==> config.mk <==
export PLATFORM = sky130hd
export DESIGN_NAME = l1_l2_arbiter
export DESIGN_NICKNAME = d
export VERILOG_FILES = /design/src/rtl/lc3b_types.sv /design/src/rtl/arb_sat_counter.sv /design/src/rtl/l1_l2_arbiter.sv
export SDC_FILE = /design/constraint.sdc
export NUM_CORES = 1
export LEC_CHECK = 0
export CAP_MARGIN = 20
export CORE_AREA = 2 2 337 339
export CTS_BUF_LIST = sky130_fd_sc_hd__clkbuf_4 sky130_fd_sc_hd__clkbuf_8
export DETAILED_ROUTE_END_ITERATION = 10
export DIE_AREA = 0 0 339 341
export PLACE_DENSITY_LB_ADDON = 0.1
export SLEW_MARGIN = 20
export SYNTH_ARGS = -nofsm -noshare
export SYNTH_HDL_FRONTEND = slang
export SYNTH_HIERARCHICAL = 1
export SYNTH_SLANG_ARGS = --single-unit
==> constraint.sdc <==
create_clock -name clk -period 2.75 [get_ports clk]
set_input_delay 0.55 -clock clk [delete_from_list [all_inputs] [get_ports clk]]
set_output_delay 0.55 -clock clk [all_outputs]
set_load 0.01 [all_outputs]
==> src/rtl/lc3b_types.sv <==
// Shared LC-3b memory-side types and the L1/L2 arbiter state encoding.
package lc3b_types;

    typedef logic [15:0]  lc3b_word;
    typedef logic [127:0] lc3b_c_line;

    typedef enum logic [1:0] {
        ARB_IDLE,
        ARB_SERVE_I,
        ARB_SERVE_D
    } lc3b_arb_state;

    // Encoding of the last_grant register.
    localparam logic ARB_GRANT_I = 1'b0;
    localparam logic ARB_GRANT_D = 1'b1;

endpackage

==> src/rtl/arb_sat_counter.sv <==
// Saturating up-counter: counts inc pulses and sticks at all-ones.
module arb_sat_counter #(
    parameter int unsigned WIDTH = 16
) (
    input  logic             clk,
    input  logic             rst,
    input  logic             inc,
    output logic [WIDTH-1:0] count
);

    logic [WIDTH-1:0] count_q, count_d;

    always_comb begin
        count_d = count_q;
        if (inc && (count_q != {WIDTH{1'b1}})) begin
            count_d = count_q + 1'b1;
        end
    end

    always_ff @(posedge clk or posedge rst) begin
        if (rst) begin
            count_q <= '0;
        end else begin
            count_q <= count_d;
        end
    end

    assign count = count_q;

endmodule

==> src/rtl/l1_l2_arbiter.sv <==
// Shares one L2 port between the I-side and D-side L1 caches; the grant is
// held until l2_mem_resp, and grant/conflict activity is counted.
module l1_l2_arbiter
    import lc3b_types::*;
#(
    parameter int unsigned PRIORITY_MODE = 0,
    parameter int unsigned CNT_WIDTH     = 16
) (
    input  logic                 clk,
    input  logic                 rst,

    input  logic                 i_mem_read,
    input  logic                 i_mem_write,
    input  lc3b_word             i_mem_address,
    input  lc3b_c_line           i_mem_wdata,
    output logic                 i_mem_resp,
    output lc3b_c_line           i_mem_rdata,

    input  logic                 d_mem_read,
    input  logic                 d_mem_write,
    input  lc3b_word             d_mem_address,
    input  lc3b_c_line           d_mem_wdata,
    output logic                 d_mem_resp,
    output lc3b_c_line           d_mem_rdata,

    output logic                 l2_mem_read,
    output logic                 l2_mem_write,
    output lc3b_word             l2_mem_address,
    output lc3b_c_line           l2_mem_wdata,
    input  logic                 l2_mem_resp,
    input  lc3b_c_line           l2_mem_rdata,

    output logic [CNT_WIDTH-1:0] i_grant_count,
    output logic [CNT_WIDTH-1:0] d_grant_count,
    output logic [CNT_WIDTH-1:0] conflict_count
);

    lc3b_arb_state state_q, state_d;
    logic          last_grant_q, last_grant_d;
    logic          req_i, req_d;
    logic          i_grant_inc, d_grant_inc, conflict_inc;

    assign req_i = i_mem_read | i_mem_write;
    assign req_d = d_mem_read | d_mem_write;

    always_comb begin
        state_d      = state_q;
        last_grant_d = last_grant_q;
        i_grant_inc  = 1'b0;
        d_grant_inc  = 1'b0;
        conflict_inc = 1'b0;
        case (state_q)
            ARB_IDLE: begin
                conflict_inc = req_i & req_d;
                // On conflict D wins in fixed mode, else the side not granted last.
                if (req_d && (!req_i || (PRIORITY_MODE != 0) || (last_grant_q == ARB_GRANT_I))) begin
                    state_d      = ARB_SERVE_D;
                    last_grant_d = ARB_GRANT_D;
                    d_grant_inc  = 1'b1;
                end else if (req_i) begin
                    state_d      = ARB_SERVE_I;
                    last_grant_d = ARB_GRANT_I;
                    i_grant_inc  = 1'b1;
                end
            end
            ARB_SERVE_I, ARB_SERVE_D: begin
                if (l2_mem_resp) begin
                    state_d = ARB_IDLE;
                end
            end
            default: state_d = ARB_IDLE;
        endcase
    end

    always_ff @(posedge clk or posedge rst) begin
        if (rst) begin
            state_q      <= ARB_IDLE;
            last_grant_q <= ARB_GRANT_I;
        end else begin
            state_q      <= state_d;
            last_grant_q <= last_grant_d;
        end
    end

    always_comb begin
        l2_mem_read    = 1'b0;
        l2_mem_write   = 1'b0;
        l2_mem_address = '0;
        l2_mem_wdata   = '0;
        i_mem_resp     = 1'b0;
        d_mem_resp     = 1'b0;
        case (state_q)
            ARB_SERVE_I: begin
                l2_mem_read    = i_mem_read;
                l2_mem_write   = i_mem_write;
                l2_mem_address = i_mem_address;
                l2_mem_wdata   = i_mem_wdata;
                i_mem_resp     = l2_mem_resp;
            end
            ARB_SERVE_D: begin
                l2_mem_read    = d_mem_read;
                l2_mem_write   = d_mem_write;
                l2_mem_address = d_mem_address;
                l2_mem_wdata   = d_mem_wdata;
                d_mem_resp     = l2_mem_resp;
            end
            default: ;
        endcase
    end

    assign i_mem_rdata = l2_mem_rdata;
    assign d_mem_rdata = l2_mem_rdata;

    arb_sat_counter #(.WIDTH(CNT_WIDTH)) u_i_grant_cnt (
        .clk   (clk),
        .rst   (rst),
        .inc   (i_grant_inc),
        .count (i_grant_count)
    );

    arb_sat_counter #(.WIDTH(CNT_WIDTH)) u_d_grant_cnt (
        .clk   (clk),
        .rst   (rst),
        .inc   (d_grant_inc),
        .count (d_grant_count)
    );

    arb_sat_counter #(.WIDTH(CNT_WIDTH)) u_conflict_cnt (
        .clk   (clk),
        .rst   (rst),
        .inc   (conflict_inc),
        .count (conflict_count)
    );

endmodule

==> metrics.yaml <==
status: "complete, but fails checks"
violations: "negative setup slack"
worst_pin_slew_ns: 0.703
maxUsedRoutingLayer: "met5"
crit_family: "buffers and inverters"
avgSynthCellArea_um2: 8.21
insertion_delay_ns: 0.34
initial_utilization: 0.0613
cp_slowest_cell: "dfrtp_1"
cts_sinks: 51
cp-end-kind: "output port"
crit_path_frequent_cell: "buf_12"
drive_gt1_frac: 0.296
stdcell_area_mm2: 0.0132
synthMuxAreaShare: 0.0142
synthesis.nets: 1265
syn_area_mm2: 0.00686
fin_skew_ns: 0.0141
clock_path_buffers: 2
drt-met1-wl_mm: 24.8
fin_crit_sh: 1.01
yosysUniqueCellTypes: 31
route.met2.wl_mm: 26.0
synthCells: 836
synth_compound_area_frac: 0.174
min_path_cells: 1
coreArea_mm2: 0.112
power_leakage_nw: 4.84
synth_top_family_by_area: "buffers and inverters"
yosys.area_share.simple: 0.247
slowest_delay_ns: 0.41
final_core_util: 0.118
cts_buffers: 5
ioPinCount: 875
worstPathRequired_ns: 2.20
nNetsFinal: 1561
critPathKind: "register to output port"
critPathArrivalTime_ns: 2.23
path_cells: "buf_6 > ha_4 > buf_12 > buf_12 > buf_12 > buf_6 > a22oi_2 > nor2b_4 > buf_12"
synth-adder-area-share: 0.0109
antenna_found_initial: 16
maxSlewViolCount: 0
fmax_mhz: 360
critPathLaunchType: "register"
ys_top_cells_by_area: "buf_4 (29%), dfrtp_1 (19%), a22oi_1 (16%)"
ctsHoldBuffers: 0
wl_met3_mm: 6.98
synth_area_leader_cell: "buf_4"
placed_cell_area_mm2: 0.0121
fp.dieArea_mm2: 0.116
worst-path-buf-inv: 6
synth_xor_area_frac: 0.0421
first_global_vias: 7741
wl_per_cell_um: 22.4
p_per_area_mw_per_mm2: 791
drtIter0Drc: 196
vias: 7252
cts_tree: "done"
maxCapViolations: 0
numPortBuffers: 490
rsz0062_at_grt: "yes"
wirelength_mm: 59.0
first_pass_iters: 4
setup_tns_ns: -0.0324
final_common_cell: "clkdlybuf4s50_1"
h-tree-depth: 2
syn2layout_area_growth_pct: 92.6
ir_drop_uv: 349
crit_fanout: 6
fp.dieW_um: 339
finalSetupViolCount: 3
grt_usage: 0.0976
cp.depth: 9
final_antenna_net_count: 0
period_minus_slack_ns: 2.78
fp.dieH_um: 341
ys_warn_count: 6
ys_ff_latch: 51
hold_viol: 0
overflow: 0
vias_per_cell: 2.75
layout_common_cells: "clkdlybuf4s50_1 (348), nor2b_1 (123), a22oi_1 (76)"
place_hpwl_mm: 47.1
yosysTopAreaCellShare: 0.286
grt_pass1_wl_mm: 76.9
slew-limit-headroom: 0.531
clkTransAtPathRegs_ns: 0.11
rr_worst_depth: 9
globalplace.congestion: 0.736
yosysSeqAreaShare: 0.186
drc: 0
min_path_type: "register to register"
grt_max_degree: 33
setup_ws_ns: -0.0299
cts_root_buf: "clkbuf_8"
rows: 123
sequential cells by signal (all words and copies together) (netlist names):
signal	flops
last_grant_q	1
u_conflict_cnt/count	16
u_i_grant_cnt/count	16
u_d_grant_cnt/count	16
state_q	2
power breakdown:
group,switching (mW),internal (mW)
Combinational,4.28,4.54
Clock,0.302,0.189
Sequential,0.249,0.900
Total,4.83,5.62
layout make-up:
type	count	area, um2
tap	1500	1880
antenna	5	12.5
sequential	51	1280
fill	13000	98700
inverter	6	22.5
timing repair buffer	593	6130
clock inverter	2	12.5
multi-input combinational	475	3810
clock buffer	6	76.3
routing by layer:
layer  GRT usage  vias to the layer above
li1            -                     3249
met2       0.150                      530
met5     0.00245                        -
met4      0.0211                       16
met1       0.121                     3384
met3      0.0492                       73
stage by stage:
step	cells	worst slack [ns]	total power, mW	hold slack, ns
floorplan	836	0.768	4.44	0.304
global placement	2569	-0.0709	8.54	0.522
detailed placement	2569	-0.0572	8.43	0.519
CTS	2623	-0.138	10.9	0.539
global route	2633	-0.137	11.3	0.563
finish	2638	-0.0299	10.5	0.526
repair_timing:
| action | in CTS | in global routing |
|---|---|---|
| resized for setup | 265 | 152 |
| gates cloned | 13 | 0 |
| setup endpoints to repair | 141 | 96 |
| pin swaps | 5 | 23 |
| buffers inserted | 34 | 12 |
synth_stat cells (all sizes together):
master	instances
nor2	15
dfrtp	51
xnor2	33
mux2	6
nand2b	3
nand2	22
o32ai	2
nand3	21
o21ai	3
nand4	21
buf	287
mux2i	3
inv	6
nor4	3
ha	6
a22oi	146
and2	5
o21a	3
nor2b	148
a21oi	8
clkbuf	17
and4	12
and3	15
kinds of logic (layout without fill, tap and decap cells):
family                     count (synthesis)  count (layout)
AOI/OAI and AO/OA                        162             162
xor gates and xnor gates                  33              33
adders and majority gates                  6               6
buffers and inverters                    310             607
DFF                                       51              51
muxes                                      9               9
other                                      0               5
and+or+nand+nor                          265             265
final timing paths:
path / startpoint / endpoint / slack (ns)
max: state_q[1] / l2_mem_wdata[109] / -0.03
max reg2reg: state_q[1] / u_conflict_cnt/count[14] / 0.46
min in group asynchronous: rst / u_i_grant_cnt/count[13] / 0.62
min reg2reg: u_conflict_cnt/count[15] / u_conflict_cnt/count[15] / 0.53
max in group asynchronous: rst / u_conflict_cnt/count[13] / 1.42
min: u_conflict_cnt/count[15] / u_conflict_cnt/count[15] / 0.53
Note: power is estimated with default switching activity, not from simulation.
